<file path="src/rtl/mult_pkg.sv">
// Shared definitions for the multiplier product path: default operand width,
// signed-digit encoding and the serializer FSM state type.
package mult_pkg;

  localparam int WL_DEF = 9;

  // Radix-2 signed digit encoding {neg,pos}; 2'b11 is never produced.
  localparam logic [1:0] SD_ZERO = 2'b00;
  localparam logic [1:0] SD_POS  = 2'b01;
  localparam logic [1:0] SD_NEG  = 2'b10;

  typedef enum logic {
    ST_IDLE  = 1'b0,
    ST_SHIFT = 1'b1
  } ser_state_t;

endpackage : mult_pkg

</file>
<file path="src/rtl/prod_hold_reg.sv">
// Single-entry valid/ready holding register. Accepts only when empty, so a
// push and a pop never coincide; the parked word is released on out_ready.
module prod_hold_reg #(
  parameter int W = 18
) (
  input  logic         clk,
  input  logic         rst_n,
  input  logic         in_valid,
  output logic         in_ready,
  input  logic [W-1:0] in_data,
  output logic         out_valid,
  input  logic         out_ready,
  output logic [W-1:0] out_data
);

  logic         full;
  logic [W-1:0] data;

  assign in_ready  = !full;
  assign out_valid = full;
  assign out_data  = data;

  // Fill on push, drain on pop; data captured only when a word is pushed.
  always_ff @(posedge clk or negedge rst_n) begin
    if (!rst_n) begin
      full <= 1'b0;
      data <= '0;
    end else if (in_valid && in_ready) begin
      full <= 1'b1;
      data <= in_data;
    end else if (out_ready) begin
      full <= 1'b0;
    end
  end

endmodule : prod_hold_reg

</file>
<file path="src/rtl/mult_prod_sd_serializer.sv">
// Serializes one 2*WL-bit two's-complement product per handshake into
// MSD-first radix-2 signed digits, one digit per accepted cycle. The first
// digit carries the negative sign weight, the rest are plain magnitude bits.
// Build option SER_SKID_EN adds a one-entry holding register so consecutive
// products stream with no idle cycle between them.
//
// state    | meaning
// ---------+-----------------------------------------------------------
// ST_IDLE  | no product loaded; out_valid=0, ready for a new product
// ST_SHIFT | presenting digit cnt of the loaded product; out_valid=1
module mult_prod_sd_serializer
  import mult_pkg::*;
#(
  parameter int WL = WL_DEF
) (
  input  logic            clk,
  input  logic            rst_n,
  input  logic            in_valid,
  output logic            in_ready,
  input  logic [2*WL-1:0] in_prod,
  output logic            out_valid,
  input  logic            out_ready,
  output logic [1:0]      out_digit,
  output logic            out_first,
  output logic            out_last
);

  localparam int PW    = 2 * WL;
  localparam int CNT_W = $clog2(PW);
  localparam logic [CNT_W-1:0] LAST = CNT_W'(PW - 1);

  ser_state_t       state, state_nxt;
  logic [CNT_W-1:0] cnt, cnt_nxt;
  logic [PW-1:0]    sreg, sreg_nxt;

  logic          shifting;
  logic          dig_acc;
  logic          last_acc;
  logic          load_new;
  logic          load_hold;
  logic [PW-1:0] load_data;

  assign shifting = (state == ST_SHIFT);
  assign dig_acc  = shifting && out_ready;
  assign last_acc = dig_acc && (cnt == LAST);

`ifdef SER_SKID_EN
  logic          hold_full;
  logic          hold_in_valid;
  logic [PW-1:0] hold_data;

  // A product goes straight to the shift register when the register is free
  // (idle, or its last digit leaves this cycle); otherwise it parks in hold.
  assign load_new      = in_valid && in_ready && (!shifting || last_acc);
  assign load_hold     = last_acc && hold_full;
  assign hold_in_valid = in_valid && shifting && !last_acc;
  assign load_data     = load_hold ? hold_data : in_prod;

  prod_hold_reg #(
    .W (PW)
  ) u_hold (
    .clk       (clk),
    .rst_n     (rst_n),
    .in_valid  (hold_in_valid),
    .in_ready  (in_ready),
    .in_data   (in_prod),
    .out_valid (hold_full),
    .out_ready (load_hold),
    .out_data  (hold_data)
  );
`else
  assign in_ready  = !shifting;
  assign load_new  = in_valid && in_ready;
  assign load_hold = 1'b0;
  assign load_data = in_prod;
`endif

  // State, digit counter and shift register.
  always_ff @(posedge clk or negedge rst_n) begin
    if (!rst_n) begin
      state <= ST_IDLE;
      cnt   <= '0;
      sreg  <= '0;
    end else begin
      state <= state_nxt;
      cnt   <= cnt_nxt;
      sreg  <= sreg_nxt;
    end
  end

  // Next state: load on accept, shift left on each accepted digit, reload or
  // drop to idle when the last digit is taken.
  always_comb begin
    state_nxt = state;
    cnt_nxt   = cnt;
    sreg_nxt  = sreg;
    unique case (state)
      ST_IDLE: begin
        if (load_new) begin
          state_nxt = ST_SHIFT;
          cnt_nxt   = '0;
          sreg_nxt  = load_data;
        end
      end
      ST_SHIFT: begin
        if (dig_acc) begin
          if (cnt == LAST) begin
            cnt_nxt = '0;
            if (load_new || load_hold) begin
              sreg_nxt = load_data;
            end else begin
              state_nxt = ST_IDLE;
            end
          end else begin
            cnt_nxt  = cnt + CNT_W'(1);
            sreg_nxt = {sreg[PW-2:0], 1'b0};
          end
        end
      end
      default: state_nxt = ST_IDLE;
    endcase
  end

  // The current digit's bit is always the shift register MSB; only the first
  // digit maps a set bit to -1 because it carries weight -2^(PW-1).
  always_comb begin
    out_valid = shifting;
    out_first = shifting && (cnt == '0);
    out_last  = shifting && (cnt == LAST);
    out_digit = SD_ZERO;
    if (shifting && sreg[PW-1]) begin
      out_digit = (cnt == '0) ? SD_NEG : SD_POS;
    end
  end

endmodule : mult_prod_sd_serializer

</file>
<file path="config.mk">
export PLATFORM = sky130hd
export DESIGN_NAME = mult_prod_sd_serializer
export DESIGN_NICKNAME = d
export VERILOG_FILES = /design/src/rtl/mult_pkg.sv /design/src/rtl/prod_hold_reg.sv /design/src/rtl/mult_prod_sd_serializer.sv
export SDC_FILE = /design/constraint.sdc
export NUM_CORES = 1
export LEC_CHECK = 0
export CORE_AREA = 2 2 56 58
export DETAILED_ROUTE_END_ITERATION = 7
export DIE_AREA = 0 0 58 60
export PLACE_DENSITY = 0.78
export SLEW_MARGIN = 20
export SYNTH_ARGS = -nofsm -noshare
export SYNTH_HDL_FRONTEND = slang
export SYNTH_HIERARCHICAL = 1
export SYNTH_SLANG_ARGS = --single-unit
</file>
<file path="constraint.sdc">
create_clock -name clk -period 3.25 [get_ports clk]
set_input_delay 0.4875 -clock clk [delete_from_list [all_inputs] [get_ports clk]]
set_output_delay 0.4875 -clock clk [all_outputs]
set_load 0.01 [all_outputs]
</file>
# After elaboration in Yosys (flattened, before gate mapping)

Index checks and enable logic that the tools add are counted.

Add/subtract/negate cells: 1
Equal/unequal tests: 3
Muxes and demuxes: 14
Bitwise gates (word level): 1
Reduce and logical (&&, ||, !) cells: 8

Operator list:

| cell                | number |
|---|---|
| $mux 18             | 3 |
| $pmux 18 s2         | 1 |
| $mux 5              | 3 |
| $pmux 5 s2          | 1 |
| $add 5x1->5 const B | 1 |
| $eq 5x5->1 const B  | 1 |
| $logic_and 1x1->1   | 5 |
| $logic_not 5->1     | 1 |
| $mux 2              | 2 |
| $mux 1              | 3 |
| $ne 2x1->1 const B  | 1 |
| $ne 2x2->1 const B  | 1 |
| $pmux 1 s2          | 1 |
| $reduce_and 2->1    | 1 |
| $logic_not 1->1     | 1 |
| $not 1->1           | 1 |

Flip-flop bits (word level): 24
Input port bits: 22
Output and inout port bits: 6
Word-level logic and storage cells: 30

# Longest topological paths before layout

Gate-level depths: netlist of run 1.

Depth in word-level cells: 6
Depth in mapped cells: 7
Depth with buffers taken out: 5

# Worst setup path before layout of run 1

Ideal clock, no wire load.

Path type: flip-flop to output port
Start: register cnt[0]
End: output out_digit[1]
Data arrival time: 1.142 ns
Data required time: 2.762 ns
Setup slack: 1.621 ns
Stages on the path, launching flop included: 5
Buffers on the path: 0
Cells stage by stage: dfrtp_1 > inv_1 > ha_1 > nor4b_1 > and3_1

Cells in the longest elaborated chain, start to end: 3

Ends and longest elaborated chain:

| item                   | line                           | source |
|---|---|---|
| from (decl)            | mult_prod_sd_serializer.sv:33  | `logic [CNT_W-1:0] cnt, cnt_nxt;` |
| from (signal assigned) | mult_prod_sd_serializer.sv:86  | `cnt <= cnt_nxt;` |
| $logic_not 5->1        | mult_prod_sd_serializer.sv:132 | `out_digit = (cnt == '0) ? SD_NEG : SD_POS;` |
| $mux 2                 | mult_prod_sd_serializer.sv:132 |  |
| $mux 2                 | mult_prod_sd_serializer.sv:131 | `if (shifting && sreg[PW-1]) begin` |
| to (decl)              | mult_prod_sd_serializer.sv:23  | `output logic [1:0] out_digit,` |

Every way passes these cells.

# Worst setup path after layout of run 1

Ends and elaborated chain as after synthesis.

==> run summary, run 1 <==
The run finished with clean final reports. Summing all flip-flop and latch instances after layout gives ~600 sq um. The tree is rooted in a sky130_fd_sc_hd__clkbuf_4.

The die outline height is roughly 60 microns. The floorplan step defined a die boundary enclosing 0.00348 sq mm. The largest incremental delay on the critical path is between 500 and 600 ps. The tool flagged a number of max-cap violations equal to 0. The CTS tree is done. Together, buffers and inverters on the worst path number 2. The number of buffers created by CTS is 3. The max-slew violation count came out at 0.

In the final layout, the share of cells above drive strength 1 is 0.183. The number of synthesized flops with an enable pin came out at 0. The number of DRC markers in iteration 0 is 31. The worst setup slack after layout came out at 629 ps.

The buffer depth of the longest clock path came out at 2. The final RePlAce weighted congestion came out at between 0.8 and 0.9. In this run the mean area of a mapped cell was ~11 sq um. The post-route fraction of the period consumed by the critical path came out at 0.806. The total internal power came out at slightly below 800 uW.

The first-pass detailed-route iteration total came out at 4. The area growth from synthesis to layout is 21.5%. Between clock sinks in the finished design, the worst skew comes to between 4 and 5 ps. The initial core utilization is 0.470. The slowest stage of the critical path belongs to the cell sky130_fd_sc_hd__clkdlybuf4s50_1. The post-CTS resize count came out at 0. On the critical path the largest part of the delay comes from buffers and inverters. The remaining global-route overflow came out at 0. Entering global routing, the biggest net connects 25 pins.

The initial antenna violation count came out at 0. The detail-routed via count per cell came out at slightly below 6. The critical setup path kind is flip-flop to primary output. The via count of the first global-routing pass is between 1k and 1.5k. The top cell types in the final layout, fill and taps aside, are sky130_fd_sc_hd__clkdlybuf4s50_1, sky130_fd_sc_hd__dfrtp_1, sky130_fd_sc_hd__nor2_1. Synthesis produced a netlist with a net count of about 150.

The row count is 20. The multi-input logic area is around 670 sq um. The required arrival time at the worst endpoint came out at roughly 2800 ps. The number of input and output port buffers inserted is 27.

The mapped cell area came out at between 0.001 and 0.0015 sq mm. STA classifies the critical path endpoint as a primary output. The synthesis-stage register bit count is 24. The global-route wire length before repair came out at around 4700 microns.

The worst pin sits at a relative slew slack of 0.414. The fraction of power spent switching nets came out at 0.391. The count of mapped cells out of synthesis is approximately 130.

The leakage power came out at roughly 0.65 nW. The count of synthesis-stage warnings from yosys came out at 6. Detailed placement finished with a half-perimeter wire length of ~1900 microns. The power density over the cells is slightly below 800 mW/mm^2. At the placement stage, the worst setup path has a slack of about 920 ps.

The top-level I/O count came out at 28. The post-detailed-route DRC marker count came out at 0. Across the VDD grid, the largest voltage drop is approximately 0.00044 V. The total of fill cells in the finished design came out at between 200 and 300.

Traced cell by cell, the critical path runs through inv_1 -> ha_1 -> nor4b_1 -> and3_1 -> clkdlybuf4s50_1. For the final routed database, the setup TNS stands at 0 ps. The reported net switching power is 511 uW. Setup repair after global routing left no endpoint under its margin. For this run, the register share of the synthesized area comes to 0.440.

For this block, the routed nets add up to between 2000 and 3000 microns of wire. The highest clock rate came out at 382 MHz. The worst setup path is launched from a flip-flop.

Buffers inserted to repair hold after CTS numbered 0. The width of the die is 58 microns. In this run the worst hold path is classified as primary input to asynchronous set/reset pin. The hold violation count in the final report is 0. For the finished layout, the period the worst path requires is 2620 ps. The arrival time at the worst endpoint is 2130 ps.

The library cell used most frequently in the layout, excluding fill and tap cells, is sky130_fd_sc_hd__clkdlybuf4s50_1. For this run, asynchronously set or reset flops after synthesis account for 1.00. The dominant register cell in the synthesized netlist is sky130_fd_sc_hd__dfrtp_1. The net count of the finished layout is 179.

In the final routed layout, each cell accounts on average for approximately 15 microns. The maximum fanout along the worst path is 6. The clock transition time at the flip-flop clock pins of the worst setup and hold paths came out at around 130 ps. The post-layout total power is approximately 1.3 mW. The post-route antenna net violation count is 0. The global-route total usage across every layer came out at 0.175.

The power share of the sequential group came out at 0.428. The slew of the pin with the lowest slew margin came out at just under 900 ps. The distinct cell type count of the synthesized netlist is 31. The core area is between 0.002 and 0.003 sq mm.

The part of the total power dissipated in combinational logic is 0.453. The clock power share came out at 0.119. At the later pin of the worst-skew pair, clock insertion delay measures ~310 ps. Setup violations remaining at the end of the flow were counted as 0. The total number of vias is 1073. In this run the post-CTS setup repair buffer count came out at 0. The number of clock sinks is 24. The number of diodes added for antenna fixing came out at 0.

CTS built an H-tree with a depth of 1.
[flip-flops by register name, summed over array words and instances, names as in the netlist]
name,cells
out_valid,1
cnt,5
sreg,18
[area by class of cell]
| cell class | count | share of cell area |
|---|---|---|
| inverter | 5 | 0.0113 |
| tap | 33 | 0.0249 |
| multi-input combinational | 90 | 0.403 |
| timing repair buffer | 30 | 0.176 |
| clock buffer | 4 | 0.0219 |
| sequential | 24 | 0.362 |
[power by group through the flow]
stage / combinational (mW) / sequential, mW / clock, mW
floorplan: 0.491 / 0.526 / 0
global placement: 0.578 / 0.553 / 0
detailed placement: 0.598 / 0.564 / 0
CTS: 0.601 / 0.558 / 0.162
global route: 0.660 / 0.579 / 0.175
finish: 0.593 / 0.559 / 0.155
[layer usage]
| layer | share of wire | vias to the layer above | GRT usage |
|---|---|---|---|
| met5 | 0 | - | 0 |
| li1 | - | 525 | - |
| met1 | 0.43 | 524 | 0.208 |
| met4 | 0.012 | 0 | 0.0698 |
| met3 | 0.037 | 4 | 0.0195 |
| met2 | 0.52 | 20 | 0.323 |
[cell usage after synthesis, types with 2 or more instances]
master                     number  area share
sky130_fd_sc_hd__buf_2          3       0.011
sky130_fd_sc_hd__ha_1           3       0.028
sky130_fd_sc_hd__nand3_1        3       0.011
sky130_fd_sc_hd__dfrtp_1       24        0.44
sky130_fd_sc_hd__o32ai_1        9       0.058
sky130_fd_sc_hd__nand2_1        9       0.025
sky130_fd_sc_hd__nand4_1        2      0.0092
sky130_fd_sc_hd__o21ai_0        4       0.015
sky130_fd_sc_hd__buf_6          2       0.016
sky130_fd_sc_hd__clkbuf_1       3      0.0082
sky130_fd_sc_hd__a31oi_1        3       0.014
sky130_fd_sc_hd__o32ai_2        7       0.083
sky130_fd_sc_hd__o211ai_2       2       0.018
sky130_fd_sc_hd__nor2b_1        2      0.0092
sky130_fd_sc_hd__or3_1          2      0.0092
sky130_fd_sc_hd__a21oi_2       10       0.064
sky130_fd_sc_hd__a21oi_1        6       0.022
sky130_fd_sc_hd__inv_1          5       0.014
sky130_fd_sc_hd__nor2_1        18       0.049
[per-stage QoR]
| step | area, sq um | std cells | hold slack, ps | utilization |
|---|---|---|---|---|
| final | 1660 | 186 | 515 | 0.572 |
| after global routing | 1660 | 186 | 521 | 0.572 |
| after CTS | 1660 | 186 | 512 | 0.572 |
| after detailed placement | 1620 | 182 | 523 | 0.559 |
| after global placement | 1620 | 182 | 505 | 0.559 |
| after floorplan | 1370 | 129 | 192 | - |
[path summary, 6_finish.rpt]
kind / end / slack (ps) / cells after the start / start
setup / recovery: out_digit[1] / 630 / 5 / cnt[0]
hold / removal: cnt[2] / 510 / 2 / rst_n
setup reg to reg: cnt[4] / 1330 / 3 / out_valid
hold reg to reg: sreg[0] / 550 / 2 / sreg[0]
max in group asynchronous: sreg[3] / 2500 / 2 / rst_n
min in group clk: sreg[0] / 550 / 2 / sreg[0]
[kinds of logic (layout without fill, tap and decap cells)]
family,count (synthesis),in the layout,share of synthesized area
flip-flops,24,24,0.440
adder cells (fa/ha/maj),3,3,0.0275
buffers and inverters,15,39,0.0697
AND/OR/NAND/NOR,43,43,0.172
XOR/XNOR,1,1,0.00642
AO/OA/AOI/OAI,43,43,0.284
[worst reg2reg max path, stage by stage, from the launching register on]
cell and delay, ps:
sky130_fd_sc_hd__dfrtp_1 660, sky130_fd_sc_hd__nand2_1 590, sky130_fd_sc_hd__or3_1 530, sky130_fd_sc_hd__nand3_1 80
(Power assumes the default switching activity.)
==> run 2: changes to the inputs <==
Settings changed: CORE_AREA 2 2 56 58 to 2 2 59 61, DIE_AREA 0 0 58 60 to 0 0 61 63, PLACE_DENSITY 0.78 to 0.74.
Clock period 3.25 ns to 2.25 ns, I/O delays scaled along.
==> run 2 against run 1 <==
- worst setup slack lost 450 ps
- via count grew 2.9%
- global-route usage shrank 0.19 points
- hold slack lost 150 ps
==> run summary, run 2 (synthesized netlist as in run 1, its figures left out) <==
The maximum fanout along the worst path came out at 4 (-2). The core area is 0.00323 sq mm (+11%). The final setup skew was 12.2 ps (+7.76 ps). The top-level I/O count is 28 (unchanged). CTS placed an instance of sky130_fd_sc_hd__clkbuf_4 at the clock tree root. The post-route fraction of the period consumed by the critical path is 0.921. The share of layout cells above drive strength 1 came out at 0.233 (+0.0497). The worst register-to-register path begins at out_valid. The normalized max-slew margin is 0.689 (+0.274). The flow ran to the end, and the final reports show no timing, DRC or antenna violations. The number of endpoints failing setup at the final stage was 0 (unchanged). The largest net degree at the start of global routing came out at 25 (unchanged).

The hold violation count in the final report came to 0 (unchanged). The worst reg-to-reg setup slack is 500 ps (-830 ps). The most critical setup path has its startpoint at cnt[1]. The number of clock sinks came out at 24 (unchanged).

The library cells used most frequently in the layout, excluding fill and tap cells, are sky130_fd_sc_hd__dfrtp_1, sky130_fd_sc_hd__clkdlybuf4s50_1, sky130_fd_sc_hd__nor2_1. The register ranked first by flip-flop count is sreg. The sum of routed wire length over all layers came out at 2960 microns (+9.3%).

The post-route antenna net violation count is 0 (unchanged). Setup repair after global routing left no endpoint under its margin. The final RePlAce weighted congestion came to 0.748 (-13%). The slew of the pin with the lowest slew margin was 467 ps (-412 ps). The kind of start point of the critical path is a flip-flop. The required arrival time at the worst endpoint came out at 1910 ps (-850 ps). The number of DRC markers in iteration 0 is 71 (+130%). The area used by sequential logic in the layout is 601 sq um (unchanged).

The row count is 21 (+5.0%). The number of input and output port buffers inserted is 27 (unchanged). The buffering stage count on the worst path with inverters included was 3 (+1). The number of maximum-capacitance constraint violations is 0 (unchanged).

Leaving out fill and tap cells, the most frequent cell in the layout is sky130_fd_sc_hd__dfrtp_1. The cell count along the critical path came to 6 (+1). The number of standard cells in the final layout excluding fillers is 205 (+10%). The largest incremental delay on the critical path is 430 ps (-100 ps). The post-layout net count is 185 (+3.4%). The number of buffers created by CTS came out at 3 (unchanged). The leakage power came out at 0.738 nW (+14%). The number of flip-flops under the largest register name is 18 (unchanged).

The detail-routed via count per cell is 5.39 (-6.6%). The remaining global-route overflow came out at 0 (unchanged). The class of the tightest hold or removal check is primary input to asynchronous set/reset pin. The per-cell routed wire length came out at 14.4 microns (-0.79%). The total of fill cells in the finished design was 289 (+4.7%). The worst-case reg-to-reg path depth was 4 (+1). The peak ir drop on the vdd network came out at 0.000521 V (+18%).

The total number of H-tree levels is 1 (unchanged). The minimum period implied by the final worst setup slack is 2070 ps. The setup TNS came out at 0 ps (unchanged). The number of diodes added for antenna fixing came out at 0 (unchanged). The width of the die is 61 microns (+5.2%). The total number of vias is 1104 (+2.9%). The max-slew violation count came out at 0 (unchanged). The clock transition time at the flip-flop clock pins of the worst setup and hold paths came out at 150 ps (+20 ps). The die outline height came out at 63 microns (+5.0%). The worst setup path is of the flip-flop to primary output kind. The highest clock rate came out at just under 500 MHz. The initial core utilization came to 0.422 (-0.0479). Following the worst setup path forward leads to its endpoint at out_digit[1].

The CTS tree is done. The final worst hold slack came out at 365 ps (-150 ps). The via count of the first global-routing pass is 1112 (+1.9%).

The slowest cell on the critical path is sky130_fd_sc_hd__dfrtp_1. The worst-case setup slack after placement came out at 163 ps (-761 ps). The post-layout total power is 2.08 mW (+59%). The total non-filler cell area in the finished layout came out at 0.00178 sq mm (+7.1%). The multi-input logic area came out at 703 sq um (+5.0%).

The number of cells in the design after placement is 199 (+9.3%). The global-route total usage across every layer is 0.173 (-0.00192). The buffer depth of the longest clock path came out at 2 (unchanged). The worst setup path is captured at a primary output. The share of the core filled with cells was 0.550 (-0.0218).

The half-perimeter wire length after detailed placement is 2000 microns (+5.9%). The initial antenna violation count came out at 0 (unchanged). The end of the worst register-to-register path is sreg[2].

The power density over the cells is 1170 mW/mm^2 (+49%). The die outline area came out at 0.00384 sq mm (+10%). The global-route wire length before repair is 5170 microns (+10%). Relative to the synthesized area, the layout overhead comes to 30.2%. The number of hold buffers added after CTS came out at 0 (unchanged). The clock latency of the later-clocked register in the worst-skew pair came out at 320 ps (about the same). The worst setup slack after layout is 178 ps (-451 ps). Grouping stages by cell kind, the critical path spends the most delay in buffers and inverters. The critical path goes through inv_1 -> ha_1 -> nor4b_4 -> buf_4 -> and3_1 -> dlygate4sd2_1. The arrival time at the worst endpoint is 1730 ps (-400 ps).

The first-pass detailed-route iteration total is 4 (unchanged). The post-detailed-route DRC marker count came out at 0 (unchanged). The total placed instance area is 0.00167 sq mm (+2.9%).
run 2: cell types whose count changed in the layout (fill, tap and decap cells not counted), sizes merged:
cell / previous run / this run
dlygate4sd2: 0 / 1
bufinv: 0 / 1
clkdlybuf4s50: 27 / 23
clkbuf: 4 / 3
buf: 3 / 9
dlymetal6s2s: 0 / 3
run 2: how the worst min path moves through the flow:
| stage | from | endpoint | cells after the start |
|---|---|---|---|
| after floorplan | rst_n | cnt[0] | 0 |
| after global routing | rst_n | sreg[12] | 2 |
| after global placement | sreg[0] | sreg[0] | 2 |
| after CTS | rst_n | sreg[14] | 2 |
| after detailed placement | sreg[0] | sreg[0] | 2 |
| final | rst_n | sreg[6] | 2 |
run 2: layout make-up:
cell class,instances,share of cell area
clock buffer,3,0.0127
clock inverter,1,0.0169
inverter,5,0.0106
multi-input combinational,90,0.396
sequential,24,0.338
tap,46,0.0324
timing repair buffer,36,0.194
run 2: what timing repair did:
item                       4_1_cts  5_1_grt
hold endpoints to repair         0        0
setup buffers                    1        1
setup endpoints to repair        4        2
gates resized for setup          4        4
run 2: per-layer routing:
metal,track usage,up-vias,part of all wire
met1,0.244,531,0.43
met3,0.0248,4,0.045
li1,-,535,-
met4,0.0707,0,0.015
met5,0,-,0
met2,0.263,34,0.50
run 2: power by group:
group | switching [mW] | internal [mW] | total [mW] | leakage (nW)
logic | 0.473 | 0.487 | 0.960 | 0.445
clock network | 0.137 | 0.180 | 0.317 | 0.0279
registers | 0.184 | 0.620 | 0.804 | 0.266
total | 0.794 | 1.29 | 2.08 | 0.738
